$ cat src/rtl/bf_host.sv
// bf_host: rewinds, loads and runs a Boolfuck program on the interpreter's button/key port.
// Optional run-stall watchdog with sticky tmo output: define BF_HOST_RUN_TIMEOUT_EN.
module bf_host #(
  parameter int C       = 8,
  parameter int TIMEOUT = 65535
) (
  input  logic         clk,
  input  logic         rst,
  input  logic         src_valid,
  output logic         src_ready,
  input  logic [7:0]   src_data,
  input  logic         src_last,
  input  logic         in_valid,
  output logic         in_ready,
  input  logic         in_bit,
  output logic         out_valid,
  input  logic         out_ready,
  output logic         out_bit,
  output logic         lft,
  output logic         rgt,
  output logic         ctl,
  output logic [7:0]   key,
  input  logic [1:0]   blk,
  input  logic [C-1:0] icur,
  input  logic         obit,
  output logic         busy,
  output logic         done,
`ifdef BF_HOST_RUN_TIMEOUT_EN
  output logic         tmo,
`endif
  output logic         ovf
);

  typedef enum logic [2:0] {
    S_IDLE, S_REWIND, S_LOAD, S_HALT, S_GO, S_RUN, S_DONE
  } state_t;

  state_t         r_state, w_state;
  logic           r_lft, r_rgt, r_ctl;
  logic           w_lft, w_rgt, w_ctl;
  logic [7:0]     r_key, w_key, w_code;
  logic [C-1:0]   r_cnt, w_cnt;
  logic           r_ovf, w_ovf;
  logic           r_ov, w_ov;
  logic           r_ob, w_ob;
  logic           w_pulse;

`ifdef BF_HOST_RUN_TIMEOUT_EN
  logic [15:0]    r_tcnt, w_tcnt;
  logic [1:0]     r_blk;
  logic           r_tmo, w_tmo;
`else
  logic           w_unused;
  assign w_unused = ^TIMEOUT;
`endif

  function automatic logic [7:0] f_map(input logic [7:0] d);
    case (d)
      8'h2B:   return 8'h02;
      8'h3C:   return 8'h04;
      8'h3E:   return 8'h08;
      8'h3B:   return 8'h10;
      8'h2C:   return 8'h20;
      8'h5B:   return 8'h40;
      8'h5D:   return 8'h80;
      default: return 8'h00;
    endcase
  endfunction

  // Decisions are taken only in cycles with no pulse out, which yields the gap.
  assign w_pulse = r_lft | r_rgt | r_ctl | (|r_key);

  always_comb begin
    w_state = r_state;
    w_lft   = 1'b0;
    w_rgt   = 1'b0;
    w_ctl   = 1'b0;
    w_key   = 8'h00;
    w_cnt   = r_cnt;
    w_ovf   = r_ovf;
    w_ov    = r_ov;
    w_ob    = r_ob;
    w_code  = f_map(src_data);
`ifdef BF_HOST_RUN_TIMEOUT_EN
    w_tmo   = r_tmo;
    w_tcnt  = r_tcnt;
    if (r_state == S_RUN && blk == 2'b00)
      w_tcnt = r_tcnt + 16'd1;
    if (r_state == S_GO || blk != r_blk)
      w_tcnt = '0;
`endif
    if (r_state == S_DONE) begin
      w_state = S_IDLE;
    end else if (!w_pulse) begin
      unique case (r_state)
        S_IDLE: begin
          if (src_valid) begin
            w_ctl   = (blk != 2'b11);
            w_state = S_REWIND;
`ifdef BF_HOST_RUN_TIMEOUT_EN
            w_tmo   = 1'b0;
`endif
          end
        end
        S_REWIND: begin
          if (icur != '0) begin
            w_rgt = icur[C-1];
            w_lft = ~icur[C-1];
          end else begin
            w_state = S_LOAD;
            w_cnt   = '0;
            w_ovf   = 1'b0;
          end
        end
        S_LOAD: begin
          if (src_valid) begin
            if (w_code != 8'h00) begin
              if (r_cnt == {C{1'b1}}) begin
                w_ovf = 1'b1;
              end else begin
                w_key = w_code;
                w_cnt = r_cnt + 1'b1;
              end
            end
            if (src_last)
              w_state = S_HALT;
          end
        end
        S_HALT: begin
          w_key   = 8'h01;
          w_state = S_GO;
        end
        S_GO: begin
          w_ctl   = 1'b1;
          w_state = S_RUN;
        end
        S_RUN: begin
          unique case (blk)
            2'b01: begin
              if (r_ov) begin
                if (out_ready) begin
                  w_ov  = 1'b0;
                  w_key = 8'h01;
                end
              end else begin
                w_ov = 1'b1;
                w_ob = obit;
              end
            end
            2'b10: begin
              if (in_valid)
                w_key = in_bit ? 8'h02 : 8'h01;
            end
            2'b11: w_state = S_DONE;
            default: begin
`ifdef BF_HOST_RUN_TIMEOUT_EN
              if (r_tcnt == 16'(TIMEOUT)) begin
                w_ctl   = 1'b1;
                w_tmo   = 1'b1;
                w_state = S_DONE;
              end
`endif
            end
          endcase
        end
        default: ;
      endcase
    end
  end

  always_ff @(posedge clk) begin
    if (rst) begin
      r_state <= S_IDLE;
      r_lft   <= 1'b0;
      r_rgt   <= 1'b0;
      r_ctl   <= 1'b0;
      r_key   <= 8'h00;
      r_cnt   <= '0;
      r_ovf   <= 1'b0;
      r_ov    <= 1'b0;
      r_ob    <= 1'b0;
`ifdef BF_HOST_RUN_TIMEOUT_EN
      r_tcnt  <= '0;
      r_blk   <= 2'b11;
      r_tmo   <= 1'b0;
`endif
    end else begin
      r_state <= w_state;
      r_lft   <= w_lft;
      r_rgt   <= w_rgt;
      r_ctl   <= w_ctl;
      r_key   <= w_key;
      r_cnt   <= w_cnt;
      r_ovf   <= w_ovf;
      r_ov    <= w_ov;
      r_ob    <= w_ob;
`ifdef BF_HOST_RUN_TIMEOUT_EN
      r_tcnt  <= w_tcnt;
      r_blk   <= blk;
      r_tmo   <= w_tmo;
`endif
    end
  end

  assign lft       = r_lft;
  assign rgt       = r_rgt;
  assign ctl       = r_ctl;
  assign key       = r_key;
  assign src_ready = (r_state == S_LOAD) && !w_pulse;
  assign in_ready  = (r_state == S_RUN) && !w_pulse && (blk == 2'b10);
  assign out_valid = r_ov;
  assign out_bit   = r_ob;
  assign busy      = (r_state != S_IDLE) && (r_state != S_DONE);
  assign done      = (r_state == S_DONE);
  assign ovf       = r_ovf;
`ifdef BF_HOST_RUN_TIMEOUT_EN
  assign tmo       = r_tmo;
`endif

endmodule

$ cat config.mk
export PLATFORM = sky130hd
export DESIGN_NAME = bf_host
export DESIGN_NICKNAME = d
export VERILOG_FILES = /design/src/rtl/bf_host.sv
export SDC_FILE = /design/constraint.sdc
export NUM_CORES = 1
export LEC_CHECK = 0
export BUFFER_PORTS_ARGS = -buffer_cell sky130_fd_sc_hd__buf_2
export CAP_MARGIN = 5
export CORE_UTILIZATION = 25
export CTS_CLUSTER_DIAMETER = 200
export CTS_CLUSTER_SIZE = 16
export DETAILED_ROUTE_END_ITERATION = 12
export GPL_ROUTABILITY_DRIVEN = 1
export GPL_TIMING_DRIVEN = 0
export PLACE_DENSITY = 0.56
export SLEW_MARGIN = 20
export SYNTH_ARGS = -nofsm -noshare
export SYNTH_HDL_FRONTEND = slang
export SYNTH_SLANG_ARGS = --single-unit
$ cat constraint.sdc
create_clock -name clk -period 5.32 [get_ports clk]
set_input_delay 0.532 -clock clk [delete_from_list [all_inputs] [get_ports clk]]
set_output_delay 0.532 -clock clk [all_outputs]
set_load 0.01 [all_outputs]
==> summary.txt, run 1 <==
Finish
  • Share of cells above drive strength 1: about a quarter
  • Area delta synth->final: 23.78%
  • Final instance area: 0.001804 mm^2
  • Fin cells: 290
  • Number of diodes: 0
  • Final #Nets: 249

Worst setup path
  • Worst-path fanout max: 10
  • Crit-path cells: nor4_1 > and3_1 > clkbuf_1 > and3_1 > buf_2
  • Reg2Reg Depth: 5
  • Slowest library cell on the worst path: clkbuf_1
  • Crit-path most repeated cell: and3_1
  • R2r startpoint: r_state[0]
  • Slowest stage delay, CP: around 0.34 ns
  • Crit path DAT: roughly 1.8 ns
  • Critical setup path kind: reg -> out
  • Worst Setup End Kind: output pin
  • Worst setup SP type: flop
  • RR Endpoint: key[7]
  • Worst Path Required: roughly 4.8 ns
  • R2R setup slack: between 3 and 4 ns

Power and ir drop
  • IR drop worst, VDD: ~120 uV
  • PD cells: between 300 and 400 mW/mm^2
  • Static leakage: between 0.7 and 0.8 nW

Drt
  • DRT iter0 DRCs: 72
  • Via count: roughly 1500
  • Via density: 5.110
  • Remaining DRCs: 0
  • WL final: about 3.8 mm
  • ANT nets after route: 0
  • Pre-antenna DRT Iters: 4
  • DR WL/cell: 13.05 um

Logic synthesis
  • Post-synth EDFFs: 0
  • Synthesized Nets: between 200 and 250
  • Sequential-to-total area share from yosys stat: between 30% and 40%
  • Post-synth top area share: 34.33%
  • Area leader, netlist: dfxtp_1
  • Synth Register Bits: 25
  • Post-synthesis cell count: ~170
  • Syn. warnings: 0
  • Synth area leaders: dfxtp_1 (34%), a21oi_1 (3.4%), ha_1 (3.4%), nor4_1 (3.4%), nor3_1 (3.1%)
  • Synth cell types: 52
  • Mapped Area: 0.001458 mm^2
  • Post-synth top flop: dfxtp_1
  • Synth async-reset ratio: 0%
  • Syn Area/Cell: ~8.5 um^2

Worst hold path
  • Worst Hold Class: in -> reg
  • Hold Path Stages: 2
  • Min-delay src: out_ready
  • Hold Path End: out_valid

Placement
  • DP Area: roughly 0.0018 mm^2
  • Placed wire-length estimate: approximately 3.0 mm
  • GPL Wtd Cong: slightly above 0.8
  • Port buffer count: 42
  • Placed cell count: ~290

Global route
  • GRT overflow: 0
  • Largest net degree at the start of global routing: 15
  • First-pass GRT wire length: between 6 and 7 mm
  • Vias in the first global route: 1297
  • Gr usage total: between 10% and 20%
  • Antenna violations before repair: 0

Clocking
  • Worst-path clk slew: around 0.090 ns
  • Num Clock Sinks: 25
  • Clk buf depth: 2
  • Hold buffers post-CTS: 0
  • CTS resizes: 0
  • TritonCTS clock tree: done
  • Skew-Pair Late Insertion Delay: approximately 0.27 ns
  • Number of buffers created by CTS: 3
  • Setup bufs post-CTS: 0
  • CTS HTree Levels: 1
  • Root Driver: clkbuf_8

Run status
  • Status: completed

Timing
  • Tmin final: 2.326 ns
  • Final Skew: about 0.0031 ns
  • Final hold viol count: 0
  • Pins Over Slew Limit: 0
  • Final setup violation count: 0
  • Part of the cycle the worst path needs: ~44%
  • Total negative slack: 0 ns
  • Worst slew pin tran: around 0.43 ns
  • Relative slew slack: a little under three quarters
  • Worst hold slack: 0.4737 ns
  • Fmax: 429.9 MHz
  • RSZ-0062 raised after global routing: false

Die
  • Die W: around 80 um
  • Die height: approximately 80 um
  • Ports: 44
  • Site row count: 27
  • Starting Density: between 20% and 30%
  • Core area: 0.005574 mm^2
  • Full die area: a little over 0.006 mm^2

Flow run
  • Max_cap viols: 0
==> synthesized netlist by cell type, types with 2 or more instances <==
library cell	instances
a31oi_1	2
or4_1	5
inv_1	10
a211oi_1	2
and3_1	7
nor3b_1	2
nand2_1	5
or3_1	4
o21ai_0	5
nand2b_1	3
o21a_1	2
a21oi_1	10
ha_1	4
nand4b_1	2
nor2_1	8
nor3_1	9
mux2i_1	2
o31ai_1	4
nor4_1	8
nand3_1	8
nor2b_1	4
o211ai_1	3
and2_1	3
nand3b_1	2
dfxtp_1	25
o21ba_2	2
clkbuf_1	6
==> report_power, final <==
group	internal [W]	total (W)	switching [W]
clock	0.0000524	0.000113	0.0000609
sequential	0.000200	0.000213	0.0000132
combinational	0.0000943	0.000238	0.000143
==> flip-flops by register name, summed over array words and instances (netlist names) <==
register   count
key            8
r_cnt          8
r_state        3
ctl            1
lft            1
out_bit        1
out_valid      1
ovf            1
rgt            1
==> kinds of logic after synthesis <==
logic type      share of synthesized area [%]
compound gates                          20.17
xor+xnor                               0.6010
fa+ha+maj                               3.434
buf+inv                                 4.893
flops                                   34.33
mux                                     1.373
simple gates                            35.19
==> metrics by stage <==
step                utilization, %  total power (W)  setup WS, ns
finish                       32.37        0.0005644         2.994
global route                 32.37        0.0006081         2.834
floorplan                        -        0.0003857         3.161
CTS                          32.37        0.0005678         2.990
detailed placement           31.54        0.0004518         2.914
global placement             31.54        0.0004526         2.917
==> worst max-delay path, delay by kind of cell (launching register included) <==
| family | cells | cell delay, ns |
|---|---|---|
| buf+inv | 2 | 0.46 |
| flops | 1 | 0.32 |
| simple gates | 3 | 0.74 |
==> final cells by class <==
| cell class | count | area (um^2) |
|---|---|---|
| Sequential cell | 25 | 500.5 |
| Clock inverter | 1 | 5.005 |
| Tap cell | 72 | 90.09 |
| Timing Repair Buffer | 42 | 210.2 |
| Buffer | 7 | 33.78 |
| Inverter | 10 | 37.54 |
| Fill cell | 614 | 3770 |
| Clock buffer | 3 | 41.29 |
| Multi-Input combinational cell | 130 | 885.9 |
==> cells in the final DEF (no fill, tap or decap), types with 6 or more instances in the layout <==
cell type / instances
nor4_1: 8
a21oi_1: 10
and3_1: 7
clkbuf_1: 6
buf_2: 42
nand3_1: 8
dfxtp_1: 25
nor2_1: 8
nor3_1: 9
inv_1: 10
==> metal layers <==
metal | global-route usage (%) | share of wire (%) | routed length, um
met5 | 0 | 0 | 0
met4 | 5.000 | 1.4 | 53
met3 | 0.9302 | 4.0 | 150
met2 | 20.35 | 44 | 1674
met1 | 17.56 | 50 | 1907
==> worst max path at each step <==
stage	from	endpoint	slack (ns)	depth (start not counted)
2_1_floorplan	icur[1]	r_cnt[6]	3.16	6
3_3_place_gp	icur[1]	r_cnt[6]	2.92	7
3_5_place_dp	icur[1]	r_cnt[6]	2.91	7
4_1_cts	key[0]	src_ready	2.99	5
5_1_grt	key[0]	in_ready	2.83	5
6_report	rgt	in_ready	2.99	5
No activity file was read; power rests on OpenSTA's default activity.
==> run 2: changes to the inputs <==
- ABC_AREA: unset -> 1
- PLACE_DENSITY: 0.56 -> 0.55
- clock period: 5.32 -> 2.2 ns (I/O delays scaled with it)
==> run 2 against run 1 <==
Against the previous run: global-route usage decreased by 0.17 points; largest power group unchanged; clock power increased to 2.6 times the previous value; cell count increased by 21%; design area increased by 4.1%; power increased to 3.0 times the previous value; first-iteration DRC count increased by 18%; count of clock-buffer cells in the layout unchanged; largest cell class unchanged; synthesized cell count increased by 34%.
==> summary.txt, run 2 <==
Power and ir drop
  • Internal power: 0.0009212 W (+170%)
  • Final Total Pwr: 0.001669 W (+200%)
  • IR drop worst, VDD: 323.4 uV (+160%)
  • PD cells: 888.6 mW/mm^2 (+180%)
  • Sw frac: 44.80% (+6.3 points)
  • Clk pwr share: 17.7% (-2.4 points)
  • Seq pwr share: 36.2% (-1.6 points)
  • Net switching power: 0.0007476 W (+240%)
  • Comb pwr share: 46.0% (+3.9 points)
  • Static leakage: 0.8924 nW (+20%)

Placement
  • DP Area: 0.001829 mm^2 (+4.1%)
  • Placed wire-length estimate: 3.000 mm (-0.25%)
  • Placed cell count: 348 (+22%)
  • Place WS: 0.5754 ns (-2.339 ns)
  • Port buffer count: 43 (+2.4%)
  • GPL Wtd Cong: 0.7573 (-8.3%)

Global route
  • Antenna violations before repair: 0 (unchanged)
  • Largest net degree at the start of global routing: 16 (+1)
  • Vias in the first global route: 1396 (+7.6%)
  • GRT overflow: 0 (unchanged)
  • Gr usage total: 12.52% (-0.17 points)
  • First-pass GRT wire length: 6.251 mm (+1.6%)

Logic synthesis
  • Post-synthesis cell count: 230 (+34%)
  • Area leader, netlist: dfxtp_1
  • Synthesized Nets: 260 (+29%)
  • Post-synth EDFFs: 0 (unchanged)
  • Synth area leaders: dfxtp_1 (33%), nor2_1 (14%), nand2_1 (12%), inv_1 (5.9%), a21oi_1 (3.6%)
  • Synth async-reset ratio: 0% (unchanged)
  • Post-synth top flop: dfxtp_1
  • Mapped Area: 0.001520 mm^2 (+4.3%)
  • Synth cell types: 29 (-44%)
  • Post-synth top area share: 32.92% (-1.4 points)
  • Syn. warnings: 0 (unchanged)
  • Syn Area/Cell: 6.610 um^2 (-22%)
  • Most common cell in the netlist: nor2_1
  • Synth cell count leaders: nor2_1 (56), nand2_1 (48), dfxtp_1 (25), inv_1 (24)
  • Sequential-to-total area share from yosys stat: 32.92% (-1.4 points)
  • Synth Register Bits: 25 (unchanged)

Worst setup path
  • Worst-path fanout max: 8 (-2)
  • RR Endpoint: key[1]
  • Critical setup path kind: reg -> out
  • Crit path DAT: 1.54 ns (-0.25 ns)
  • Worst Path Required: 1.98 ns (-2.81 ns)
  • R2r startpoint: r_state[1]
  • WP buf/inv: 2 (unchanged)
  • Slowest library cell on the worst path: dfxtp_1
  • Crit-path cells: nand2_2 > nor2_4 > inv_2 > nor2_1 > buf_2
  • Worst Setup End Kind: output pin
  • Reg2Reg Depth: 6 (+1)
  • Slowest stage delay, CP: 0.43 ns (+0.09 ns)
  • CP delay by family, top: simple AND/OR/NAND/NOR gates
  • R2R setup slack: 0.56 ns (-2.69 ns)
  • Worst setup SP type: flop

Drt
  • DRT iter0 DRCs: 85 (+18%)
  • Via count: 1584 (+6.9%)
  • Pre-antenna DRT Iters: 4 (unchanged)
  • ANT nets after route: 0 (unchanged)
  • DR WL/cell: 10.59 um (-19%)
  • Via density: 4.500 (-12%)
  • Remaining DRCs: 0 (unchanged)
  • WL final: 3.726 mm (-1.6%)

Finish
  • Most frequent cells in the layout: nor2_1 (56), nand2_1 (48), buf_2 (43)
  • Area delta synth->final: 23.54%
  • Share of cells above drive strength 1: 25.99% (+0.30 points)
  • Fin cells: 352 (+21%)
  • Most common cell after layout, fill and taps aside: nor2_1
  • Final #Nets: 308 (+24%)
  • Number of diodes: 0 (unchanged)
  • Final instance area: 0.001878 mm^2 (+4.1%)

Timing
  • Final Skew: 0.003862 ns (+0.0007361 ns)
  • Final hold viol count: 0 (unchanged)
  • Fmax: approximately 570 MHz
  • Worst slew pin tran: 0.3284 ns (-0.09978 ns)
  • Pins Over Slew Limit: 0 (unchanged)
  • RSZ-0062 raised after global routing: false
  • Relative slew slack: 78.04% (+6.6 points)
  • Part of the cycle the worst path needs: ~80%
  • Total negative slack: 0 ns (unchanged)
  • Final setup violation count: 0 (unchanged)
  • Worst setup margin: 0.4437 ns (-2.550 ns)
  • Tmin final: between 1.5 and 2 ns

Worst hold path
  • Min-delay src: icur[7]
  • Worst Hold Class: in -> reg
  • Hold Path End: lft
  • Hold Path Stages: 2 (unchanged)

Flow run
  • Max_cap viols: 0 (unchanged)

Clocking
  • Skew-Pair Late Insertion Delay: 0.28 ns (about the same)
  • Hold buffers post-CTS: 0 (unchanged)
  • Root Driver: clkbuf_8
  • Worst-path clk slew: 0.10 ns (about the same)
  • Num Clock Sinks: 25 (unchanged)
  • TritonCTS clock tree: done
  • Clk buf depth: 2 (unchanged)
  • CTS resizes: 0 (unchanged)
  • Setup bufs post-CTS: 0 (unchanged)
  • Number of buffers created by CTS: 3 (unchanged)
  • CTS HTree Levels: 1 (unchanged)

Die
  • Die height: 79.98 um (+2.1%)
  • Starting Density: 25.83% (-0.32 points)
  • Site row count: 28 (+3.7%)
  • Ports: 44 (unchanged)
  • Die W: 79.98 um (+2.1%)
  • Core area: 0.005886 mm^2 (+5.6%)
  • Full die area: 0.006397 mm^2 (+4.2%)

Run status
  • Status: completed
[run 2: changes by cell type after synthesis, moves of 8 or more]
cell     delta
nor4_1      -8
inv_1      +14
nand2_1    +43
nor2_1     +48
[run 2: worst max-delay path by stage]
stage | start | end | slack [ns] | cells after the start
final | r_state[1] | src_ready | 0.44 | 5
after global routing | r_state[2] | src_ready | 0.32 | 6
after CTS | r_state[1] | src_ready | 0.45 | 5
after detailed placement | r_state[1] | key[1] | 0.58 | 6
after global placement | r_state[2] | key[1] | 0.56 | 7
after floorplan | r_cnt[0] | r_cnt[3] | 0.80 | 8
[run 2: kinds of logic after synthesis]
logic type      after synthesis  synth area share, %
xor+xnor                      1               0.5762
flops                        25                32.92
compound gates               23                8.724
simple gates                147                47.08
fa+ha+maj                     4                3.292
buf+inv                      30                7.408
[run 2: worst register-to-register path, cell delays in order, from the launching register on]
cell and delay (ns):
dfxtp_1 0.43, nand2_2 0.12, nor2_4 0.24, inv_2 0.15, nor2_4 0.20, nand3_2 0.17, o32ai_1 0.22
[run 2: final cells by class]
class,count,area (um^2)
Clock buffer,3,41.29
Clock inverter,1,7.507
Fill cell,650,4008
Inverter,30,112.6
Multi-Input combinational cell,175,907.1
Sequential cell,25,500.5
Tap cell,75,93.84
Timing Repair Buffer,43,215.2
[run 2: per-layer routing]
layer / up-vias / part of all wire, % / track usage, %
met2: 37 / 44 / 20.09
met3: 5 / 4.1 / 1.486
met1: 710 / 51 / 16.75
met5: - / 0 / 0
li1: 832 / - / -
met4: 0 / 1.6 / 5.357
[run 2: power by group through the flow]
stage / Combinational [W] / Clock [W] / Sequential [W]
after floorplan: 0.000574 / 0 / 0.000608
final: 0.000768 / 0.000296 / 0.000605
after global routing: 0.000871 / 0.000319 / 0.000622
after CTS: 0.000773 / 0.000301 / 0.000605
after global placement: 0.000757 / 0 / 0.000615
after detailed placement: 0.000770 / 0 / 0.000616
[run 2: through the flow]
step | utilization, % | hold slack (ns)
finish | 31.91 | 0.1163
global route | 31.91 | 0.1312
detailed placement | 31.08 | 0.4241
floorplan | - | 0.2891
CTS | 31.91 | 0.1203
global placement | 31.08 | 0.4174
